**src/rtl/timer_pkg.sv**
```systemverilog
// Shared types and constants for the BCD countdown cook timer.
package timer_pkg;

    // Controller states
    typedef enum logic [1:0] {
        ST_IDLE  = 2'd0,
        ST_RUN   = 2'd1,
        ST_PAUSE = 2'd2,
        ST_DONE  = 2'd3
    } state_t;

    // One packed BCD digit
    typedef logic [3:0] bcd_t;

    // Largest legal value of the seconds-tens digit and of any other digit
    localparam bcd_t MAX_SEC_TENS = 4'd5;
    localparam bcd_t MAX_DIGIT    = 4'd9;

endpackage

```
**src/rtl/bcd_dec_digit.sv**
```systemverilog
// Single BCD digit decrementer with borrow chain; wraps 0 to the digit's max value.
module bcd_dec_digit
    import timer_pkg::*;
(
    input  bcd_t digit_i,
    input  bcd_t max_i,
    input  logic borrow_i,
    output bcd_t digit_o,
    output logic borrow_o
);

    // Subtract the incoming borrow, wrapping and passing a borrow upward at zero
    always_comb begin
        digit_o  = digit_i;
        borrow_o = 1'b0;
        if (borrow_i) begin
            if (digit_i == 4'd0) begin
                digit_o  = max_i;
                borrow_o = 1'b1;
            end else begin
                digit_o = digit_i - 4'd1;
            end
        end
    end

endmodule

```
**src/rtl/bcd_countdown_timer.sv**
```systemverilog
// Microwave cook timer: keyed-in M:ST:SO time counted down once per second.
// Optional build macro DOOR_INTERLOCK_EN adds a door_closed input that gates
// start and pauses a running countdown when the door opens.
module bcd_countdown_timer
    import timer_pkg::*;
#(
    parameter int unsigned TICKS_PER_SEC = 50_000_000
)
(
    input  logic       clk,
    input  logic       rst_n,
    input  logic       key_valid,
    input  logic [3:0] key_digit,
    input  logic       start,
    input  logic       stop,
    input  logic       clear,
`ifdef DOOR_INTERLOCK_EN
    input  logic       door_closed,
`endif
    output logic [3:0] mins,
    output logic [3:0] sec_tens,
    output logic [3:0] sec_ones,
    output logic       running,
    output logic       done
);

    localparam int PW = (TICKS_PER_SEC > 1) ? $clog2(TICKS_PER_SEC) : 1;
    localparam logic [PW-1:0] PRESC_LAST = PW'(TICKS_PER_SEC - 1);

    state_t        state_q;
    bcd_t          mins_q, tens_q, ones_q;
    bcd_t          mins_d, tens_d, ones_d;
    logic [PW-1:0] presc_q, presc_d;
    logic          running_q, done_q;
    logic          ones_borrow, tens_borrow, mins_borrow;
    logic          tick, time_zero, reach_zero, key_ok;
    logic          pause_req, start_ok;

    // Time value one second lower than the current one
    bcd_dec_digit u_dec_ones (
        .digit_i  (ones_q),
        .max_i    (MAX_DIGIT),
        .borrow_i (1'b1),
        .digit_o  (ones_d),
        .borrow_o (ones_borrow)
    );

    bcd_dec_digit u_dec_tens (
        .digit_i  (tens_q),
        .max_i    (MAX_SEC_TENS),
        .borrow_i (ones_borrow),
        .digit_o  (tens_d),
        .borrow_o (tens_borrow)
    );

    bcd_dec_digit u_dec_mins (
        .digit_i  (mins_q),
        .max_i    (MAX_DIGIT),
        .borrow_i (tens_borrow),
        .digit_o  (mins_d),
        .borrow_o (mins_borrow)
    );

    assign tick       = (presc_q == PRESC_LAST);
    assign presc_d    = tick ? '0 : presc_q + PW'(1);
    assign time_zero  = (mins_q == 4'd0) && (tens_q == 4'd0) && (ones_q == 4'd0);
    assign reach_zero = ((mins_d == 4'd0) && (tens_d == 4'd0) && (ones_d == 4'd0)) || mins_borrow;
    assign key_ok     = (key_digit <= MAX_DIGIT) && (ones_q <= MAX_SEC_TENS);

`ifdef DOOR_INTERLOCK_EN
    assign pause_req = stop || ((state_q == ST_RUN) && !door_closed);
    assign start_ok  = start && door_closed;
`else
    assign pause_req = stop;
    assign start_ok  = start;
`endif

    // Controller FSM with prescaler, key shift register and registered flags
    always_ff @(posedge clk or negedge rst_n) begin
        if (!rst_n) begin
            state_q   <= ST_IDLE;
            mins_q    <= '0;
            tens_q    <= '0;
            ones_q    <= '0;
            presc_q   <= '0;
            running_q <= 1'b0;
            done_q    <= 1'b0;
        end else begin
            done_q <= 1'b0;
            if (clear) begin
                state_q   <= ST_IDLE;
                mins_q    <= '0;
                tens_q    <= '0;
                ones_q    <= '0;
                presc_q   <= '0;
                running_q <= 1'b0;
            end else begin
                case (state_q)
                    ST_RUN: begin
                        presc_q <= presc_d;
                        if (pause_req) begin
                            state_q   <= ST_PAUSE;
                            running_q <= 1'b0;
                        end else if (tick) begin
                            if (reach_zero) begin
                                mins_q    <= '0;
                                tens_q    <= '0;
                                ones_q    <= '0;
                                state_q   <= ST_DONE;
                                running_q <= 1'b0;
                                done_q    <= 1'b1;
                            end else begin
                                mins_q <= mins_d;
                                tens_q <= tens_d;
                                ones_q <= ones_d;
                            end
                        end
                    end
                    default: begin
                        if (!pause_req) begin
                            if (start_ok) begin
                                if ((state_q != ST_DONE) && !time_zero) begin
                                    state_q   <= ST_RUN;
                                    running_q <= 1'b1;
                                    if (state_q == ST_IDLE) begin
                                        presc_q <= '0;
                                    end
                                end
                            end else if (key_valid && key_ok) begin
                                mins_q  <= tens_q;
                                tens_q  <= ones_q;
                                ones_q  <= key_digit;
                                presc_q <= '0;
                                state_q <= ST_IDLE;
                            end
                        end
                    end
                endcase
            end
        end
    end

    assign mins     = mins_q;
    assign sec_tens = tens_q;
    assign sec_ones = ones_q;
    assign running  = running_q;
    assign done     = done_q;

endmodule

```
**config.mk**
```make
export PLATFORM = sky130hd
export DESIGN_NAME = bcd_countdown_timer
export DESIGN_NICKNAME = d
export VERILOG_FILES = /design/src/rtl/timer_pkg.sv /design/src/rtl/bcd_dec_digit.sv /design/src/rtl/bcd_countdown_timer.sv
export SDC_FILE = /design/constraint.sdc
export NUM_CORES = 1
export LEC_CHECK = 0
export BUFFER_PORTS_ARGS = -buffer_cell sky130_fd_sc_hd__buf_2
export CORE_MARGIN = 1
export CORE_UTILIZATION = 50
export CTS_CLUSTER_DIAMETER = 200
export DETAILED_ROUTE_END_ITERATION = 10
export PLACE_DENSITY = 0.69
export SLEW_MARGIN = 20
export SYNTH_ARGS = -nofsm -noshare
export SYNTH_HDL_FRONTEND = slang
export SYNTH_HIERARCHICAL = 1
export SYNTH_SLANG_ARGS = --single-unit
```
**constraint.sdc**
```tcl
create_clock -name clk -period 6.69 [get_ports clk]
set_input_delay 0.3345 -clock clk [delete_from_list [all_inputs] [get_ports clk]]
set_output_delay 0.3345 -clock clk [all_outputs]
set_load 0.03 [all_outputs]
```
* Word-level counts from Yosys, hierarchy flattened
Cells that the tools add are included.
** Word-level totals
- Memory bits (writable) :: 0
- Latch bits :: 0
- Memories :: 0
- Memory bits (read-only) :: 0
- Input bits :: 10
- Output and inout bits :: 14
- Register bits after elaboration :: 42
** Operators by class
- Mux-type cells :: 64
- Divide/modulo/power cells :: 0
- $mul :: 0
- Add/sub/neg operators :: 4
- Order comparisons :: 2
- Bitwise logic cells :: 0
- Reduce and logical (&&, ||, !) cells :: 24
- Equality and inequality tests :: 11
- Shift operators :: 0
** Operators with widths (count)
- 26-bit 2-to-1 mux :: 8
- 4-bit 2-to-1 mux :: 29
- 26-bit by 1-bit adder with 26-bit output, second input constant :: 1
- 26-bit == test, second input constant :: 1
- 4-bit zero test :: 6
- 1-bit 2-to-1 mux :: 18
- 2-bit 2-to-1 mux :: 9
- 4-bit by 1-bit subtractor with 4-bit output, second input constant :: 3
- 5-bit AND reduction :: 2
- 3-bit nonzero test :: 3
- 4-bit by 1-bit inequality test with 1-bit output, second input constant :: 2
- 4-bit inequality test, second input constant :: 2
- 4-bit AND reduction :: 2
- 1-bit logical AND :: 7
- 3-bit by 1-bit inequality test with 1-bit output, second input constant :: 2
- 4-bit by 3-bit less-or-equal comparator with 1-bit output, second input constant :: 1
- 4-bit less-or-equal comparator, second input constant :: 1
- 4-bit nonzero test :: 1
- 3-bit inequality test, second input constant :: 1
- 2-bit by 1-bit == test with 1-bit output, second input constant :: 1
- 2-bit zero test :: 1
- 2-bit by 1-bit inequality test with 1-bit output, second input constant :: 1
- 2-bit inequality test, second input constant :: 1
- 1-bit zero test :: 1
- 1-bit logical OR :: 1

* Longest topological paths before layout
- Word-level depth :: 13
- Mapped depth :: 15
- Mapped depth without buffers :: 13

* By module
The synthesis kept the hierarchy.
** Modules (own cells, without submodules)
- bcd_countdown_timer :: sequential area each 1051.0 µm², cells each 244, area an instance 2417.3 µm², times used 1
- bcd_dec_digit :: sequential area each 0.0 µm², cells each 23, area an instance 160.2 µm², times used 3

* Least setup slack after synthesis
Ideal clock, no wire load.
- Path kind :: reg-to-reg
- Start :: register ones_q[0] (netlist: sec_ones[0])
- End :: register mins_q[0] (netlist: mins[0])
- Cell stages (with the launch flop) :: 15
- Clock period less this slack :: 3035 ps
- Slack :: 3655 ps
- Path buffers :: 2
- Arrival :: 2910 ps
- Cell sequence :: dfrtp_1 inv_1 ha_1 nor3b_4 and2_2 buf_6 and2_2 buf_6 nand2b_1 o221ai_1 nor4_1 a31o_2 nor2_1 a22o_1 mux2_4
** On the way
- Word-level cells in the longest chain between the ends :: 13
- Elaborated cells between the ends (all ways) :: 24
- Classes of those cells :: add/sub (1); order compare (1); mux (11); reduce/logical (11)
** RTL lines
- from (decl) :: RTL line bcd_countdown_timer.sv:31 : bcd_t mins_q, tens_q, ones_q;
- from (signal assigned) :: RTL line bcd_countdown_timer.sv:115 : ones_q <= ones_d;
- from (signal assigned) :: RTL line bcd_countdown_timer.sv:132 : ones_q <= key_digit;
- 4-bit zero test :: RTL line bcd_dec_digit.sv:17 : if (digit_i == 4'd0) begin
- 1-bit 2-to-1 mux :: RTL line bcd_dec_digit.sv:17
- net ones_borrow :: RTL line bcd_countdown_timer.sv:35 : logic ones_borrow, tens_borrow, mins_borrow;
- 1-bit 2-to-1 mux :: RTL line bcd_dec_digit.sv:16 : if (borrow_i) begin
- net tens_borrow :: RTL line bcd_countdown_timer.sv:35
- 4-bit 2-to-1 mux :: RTL line bcd_dec_digit.sv:16
- net mins_d[1] :: RTL line bcd_countdown_timer.sv:32 : bcd_t mins_d, tens_d, ones_d;
- 4-bit zero test :: RTL line bcd_countdown_timer.sv:67 : assign reach_zero = ((mins_d == 4'd0) && (tens_d == 4'd0) && (ones_d == 4'd0)) || mins_borrow;
- 1-bit logical AND (2 in a row) :: RTL line bcd_countdown_timer.sv:67
- 1-bit logical OR :: RTL line bcd_countdown_timer.sv:67
- 4-bit 2-to-1 mux :: RTL line bcd_countdown_timer.sv:105 : if (reach_zero) begin
- 4-bit 2-to-1 mux :: RTL line bcd_countdown_timer.sv:104 : end else if (tick) begin
- 4-bit 2-to-1 mux :: RTL line bcd_countdown_timer.sv:101 : if (pause_req) begin
- 4-bit 2-to-1 mux :: RTL line bcd_countdown_timer.sv:98 : case (state_q)
- 4-bit 2-to-1 mux :: RTL line bcd_countdown_timer.sv:90 : if (clear) begin
- to (signal assigned) :: RTL line bcd_countdown_timer.sv:113 : mins_q <= mins_d;
- to (signal assigned) :: RTL line bcd_countdown_timer.sv:130 : mins_q <= tens_q;
- to (decl) :: RTL line bcd_countdown_timer.sv:31
The timed path passes the listed nets, and every way through them passes these cells. The select of a mux whose other input is x is not followed.
A chain may end at the register's enable or synchronous reset.

* Worst setup path in the final report
Same ends and word-level chain as after synthesis.

==> results summary <==
The number of search-and-repair iterations in the first detailed-routing pass is 4. The number of instances in the synthesized netlist came out at 313. The clock-pin transition on the worst setup and hold timing paths came out at 80 ps. The power per cell area came out at 268 mW/mm².

The initial standard-cell utilization of the core is 52.3%. The final weighted congestion in routability-driven placement is 0.832. After synthesis, the largest area contributor takes up 36.3% of total cell area. In this run the standard cell core region covers 0.00554 mm². The area growth from synthesis to final layout came out at 10.0%.

The via total after detailed routing came out at 2534. The number of DRC markers in iteration 0 is 131. The overall routed net length came out at 6450 µm. After detailed routing, the number of remaining DRC violations is 0. The global-route wire length before repair came out at 11200 µm. After synthesis, the cell types taking the most area are sky130_fd_sc_hd__dfrtp_1, sky130_fd_sc_hd__a31oi_1, sky130_fd_sc_hd__mux2_4. The critical path class is flop to flop. The total inserted antenna cells came out at 0. The initial antenna violation count came out at 0.

The number of distinct standard cells referenced by the synthesized netlist came out at 54. STA classifies the critical path endpoint as a flop. Traced cell by cell, the critical path runs through inv_1 -> ha_1 -> nor3b_4 -> and2_2 -> and2_2 -> o211ai_1 -> o21ai_0 -> nor4_1 -> a31o_2 -> nor2_1 -> a22o_1 -> mux2_4.

The number of storage elements in the synthesis netlist came out at 42. Setup repair after global routing left no endpoint under its margin. Counting the fill cells in the layout gives 521. The placed instance area is 0.00308 mm².

For the pin with the worst max-slew slack, the measured transition is 948 ps. Of all flip-flops after synthesis, the portion carrying an async set or reset was 100%. The critical path buffer and inverter count is 1.

The post-CTS setup buffer count is 0. In the layout the commonest cells are sky130_fd_sc_hd__dfrtp_1, sky130_fd_sc_hd__nand2_1, sky130_fd_sc_hd__a31oi_1. The number of cells in the finished layout apart from fillers is 414. The routed wire length per instance is 15.6 µm. In this run the power spent charging and discharging nets is 0.332 mW.

The initialized floorplan defines 27 standard-cell rows. Based on the critical path, the design can be clocked at up to 318 MHz. Of all cell types, the one taking the most synthesized area is sky130_fd_sc_hd__dfrtp_1. The cell family contributing the most delay on the critical path is simple AND/OR/NAND/NOR gates. The sum of overflow across all layers after global routing came out at 0. The worst hold-check path type is primary input to asynchronous set/reset pin. The share of cells above drive strength 1 came out at 19.3%. The TritonCTS buffer count is 5. The count of cells resized by post-cts repair is 0. The final max-slew violation count is 0. Entering global routing, the biggest net connects 43 pins. The number of warning messages in the yosys log came out at 6. The number of cells after detailed placement is 406.

The synthesized design contains 0 enable-type register cells. In this run the register-to-register setup slack is 3540 ps. Max-cap violations in this run came to 0.

In the final layout, flip-flops and latches occupy 0.00105 mm². The time the worst path needs with I/O delays and setup came out at 3150 ps. The maximum vdd drop is 125 µV. The finished cells cover 0.00319 mm².

The run finished with clean final reports. The master of the slowest instance on the critical path is sky130_fd_sc_hd__dfrtp_1. The area taken by multi-input logic gates came out at 0.00175 mm². The average instance area after synthesis came out at 9.26 µm². The number of routed nets with antenna violations came out at 0. The most numerous cell type found on the critical path is sky130_fd_sc_hd__and2_2. The required time of the worst setup path is 6920 ps.

The die outline area is 0.00610 mm². The H-tree depth came out at 2. The headroom to the max-slew limit is 36.8%. For this run, the post-layout net count is 355. TritonCTS built the clock tree.

During I/O placement, the number of pins put on the boundary was 24. The share of total power dissipated in combinational logic is 40.2%. The final hold violation count is 0. The all-layer global routing usage came out at 23.2%.

The number of global-route vias before repair is 2388. In this run the worst path has a maximum fanout of 10. Among all flip-flop cells after synthesis, the most frequent one is sky130_fd_sc_hd__dfrtp_1. At the later pin of the worst-skew pair, clock insertion delay measures 290 ps. The die height is 78.1 µm. The library cell used most frequently in the layout, excluding fill and tap cells, is sky130_fd_sc_hd__dfrtp_1. The leakage power came out at 1.42 nW. The final HPWL from detailed placement came out at 4510 µm.

The clock net sink count is 42. For this run, the slowest stage of the critical path takes 450 ps. The via count normalized by instance count is 6.12. Setup violations remaining at the end of the flow were counted as 0. The port buffer count came out at 23.

The count of hold-fix buffers inserted at cts is 0. The relative contribution of the clock network to total power came out at 22.5%. The sequential area share after synthesis is 36.3%. The fraction of power spent switching nets came out at 38.8%. The mapped netlist covers 0.00290 mm². Between clock sinks in the finished design, the worst skew comes to 9.31 ps. STA classifies the critical path startpoint as a flop.

The setup TNS after final layout came out at 0 ps. The maximum buffer depth of the clock tree is 2. The proportion of power drawn by flip-flops and latches came out at 37.2%. The total internal power is 0.522 mW.

Data on the critical path arrives at its endpoint at 3380 ps. The floorplan die width came out at 78.1 µm. The final critical-path share of the clock period is 47.0%. The clock root buffer is sky130_fd_sc_hd__clkbuf_8.
## worst reg2reg max path, cell delays in order, from the launching register on
cell	delay (ps)
sky130_fd_sc_hd__dfrtp_1	450
sky130_fd_sc_hd__inv_1	110
sky130_fd_sc_hd__ha_1	230
sky130_fd_sc_hd__nor3b_4	280
sky130_fd_sc_hd__and2_2	290
sky130_fd_sc_hd__and2_2	270
sky130_fd_sc_hd__o211ai_1	110
sky130_fd_sc_hd__o21ai_0	270
sky130_fd_sc_hd__nor4_1	110
sky130_fd_sc_hd__a31o_2	280
sky130_fd_sc_hd__nor2_1	350
sky130_fd_sc_hd__a22o_1	200
sky130_fd_sc_hd__mux2_4	130
## layer usage
layer	vias up	GRT usage, %	wire, µm
li1	1239	-	-
met1	1252	30.4	3130
met2	37	38.3	3060
met3	6	3.84	177
met4	0	8.70	80
met5	-	0	0
## sequential cells by signal (all words and copies together), names as in the netlist
register and cells:
state_q 2, mins 4, running 1, presc_q 26, done 1, sec_tens 4, sec_ones 4
## synth_stat cells, drive strengths merged, types with 4 or more instances
cell,n
a21oi,18
a22o,13
a31oi,27
a41oi,5
and2,5
and3,8
buf,8
clkbuf,7
dfrtp,42
ha,4
inv,14
mux2,11
mux2i,5
nand2,30
nand2b,10
nand3,11
nor2,14
nor3,12
nor4,9
o211ai,6
o21ai,12
or4,5
## metrics by stage
| stage | hold WS (ps) | util, % | setup slack (ps) | power [mW] |
|---|---|---|---|---|
| finish | 191 | 57.5 | 3540 | 0.854 |
| global route | 270 | 57.5 | 3270 | 0.909 |
| CTS | 219 | 57.5 | 3600 | 0.856 |
| detailed placement | 470 | 55.6 | 3620 | 0.663 |
| global placement | 464 | 55.6 | 3730 | 0.655 |
| floorplan | 38.9 | - | 3660 | 0.585 |
## path summary, 6_finish.rpt
check	start	to	depth (start not counted)
min	rst_n	presc_q[4]$_DFFE_PN0P_	1
max reg2reg	sec_ones[0]$_DFFE_PN0P_	mins[0]$_DFFE_PN0P_	12
min reg2reg	presc_q[15]$_DFFE_PN0P_	presc_q[15]$_DFFE_PN0P_	1
max in group asynchronous	rst_n	presc_q[19]$_DFFE_PN0P_	1
max	sec_ones[0]$_DFFE_PN0P_	mins[0]$_DFFE_PN0P_	12
min in group clk	stop	done$_DFF_PN0_	2
## kinds of logic after synthesis
| kind of cell | synth area share, % |
|---|---|
| and+or+nand+nor | 26.6 |
| AOI/OAI and AO/OA | 23.0 |
| DFF | 36.3 |
| buffers and inverters | 5.01 |
| muxes | 7.17 |
| adders and majority gates | 1.73 |
| other | 0.259 |
## power by group through the flow
stage                     Sequential (mW)  Clock [mW]  Combinational (mW)
after floorplan                     0.340           0               0.245
after global placement              0.321           0               0.335
after detailed placement            0.323           0               0.340
after CTS                           0.318       0.197               0.341
after global routing                0.324       0.206               0.379
final                               0.318       0.192               0.344
## area by class of cell
cell class / count / area share [%]
flip-flops and latches: 42 / 33.0
inverters: 14 / 1.65
multi-input cells: 253 / 55.0
well taps: 72 / 2.83
clock buffers: 8 / 3.45
repair buffers: 25 / 4.08
Power figures use the tool's default switching activity.
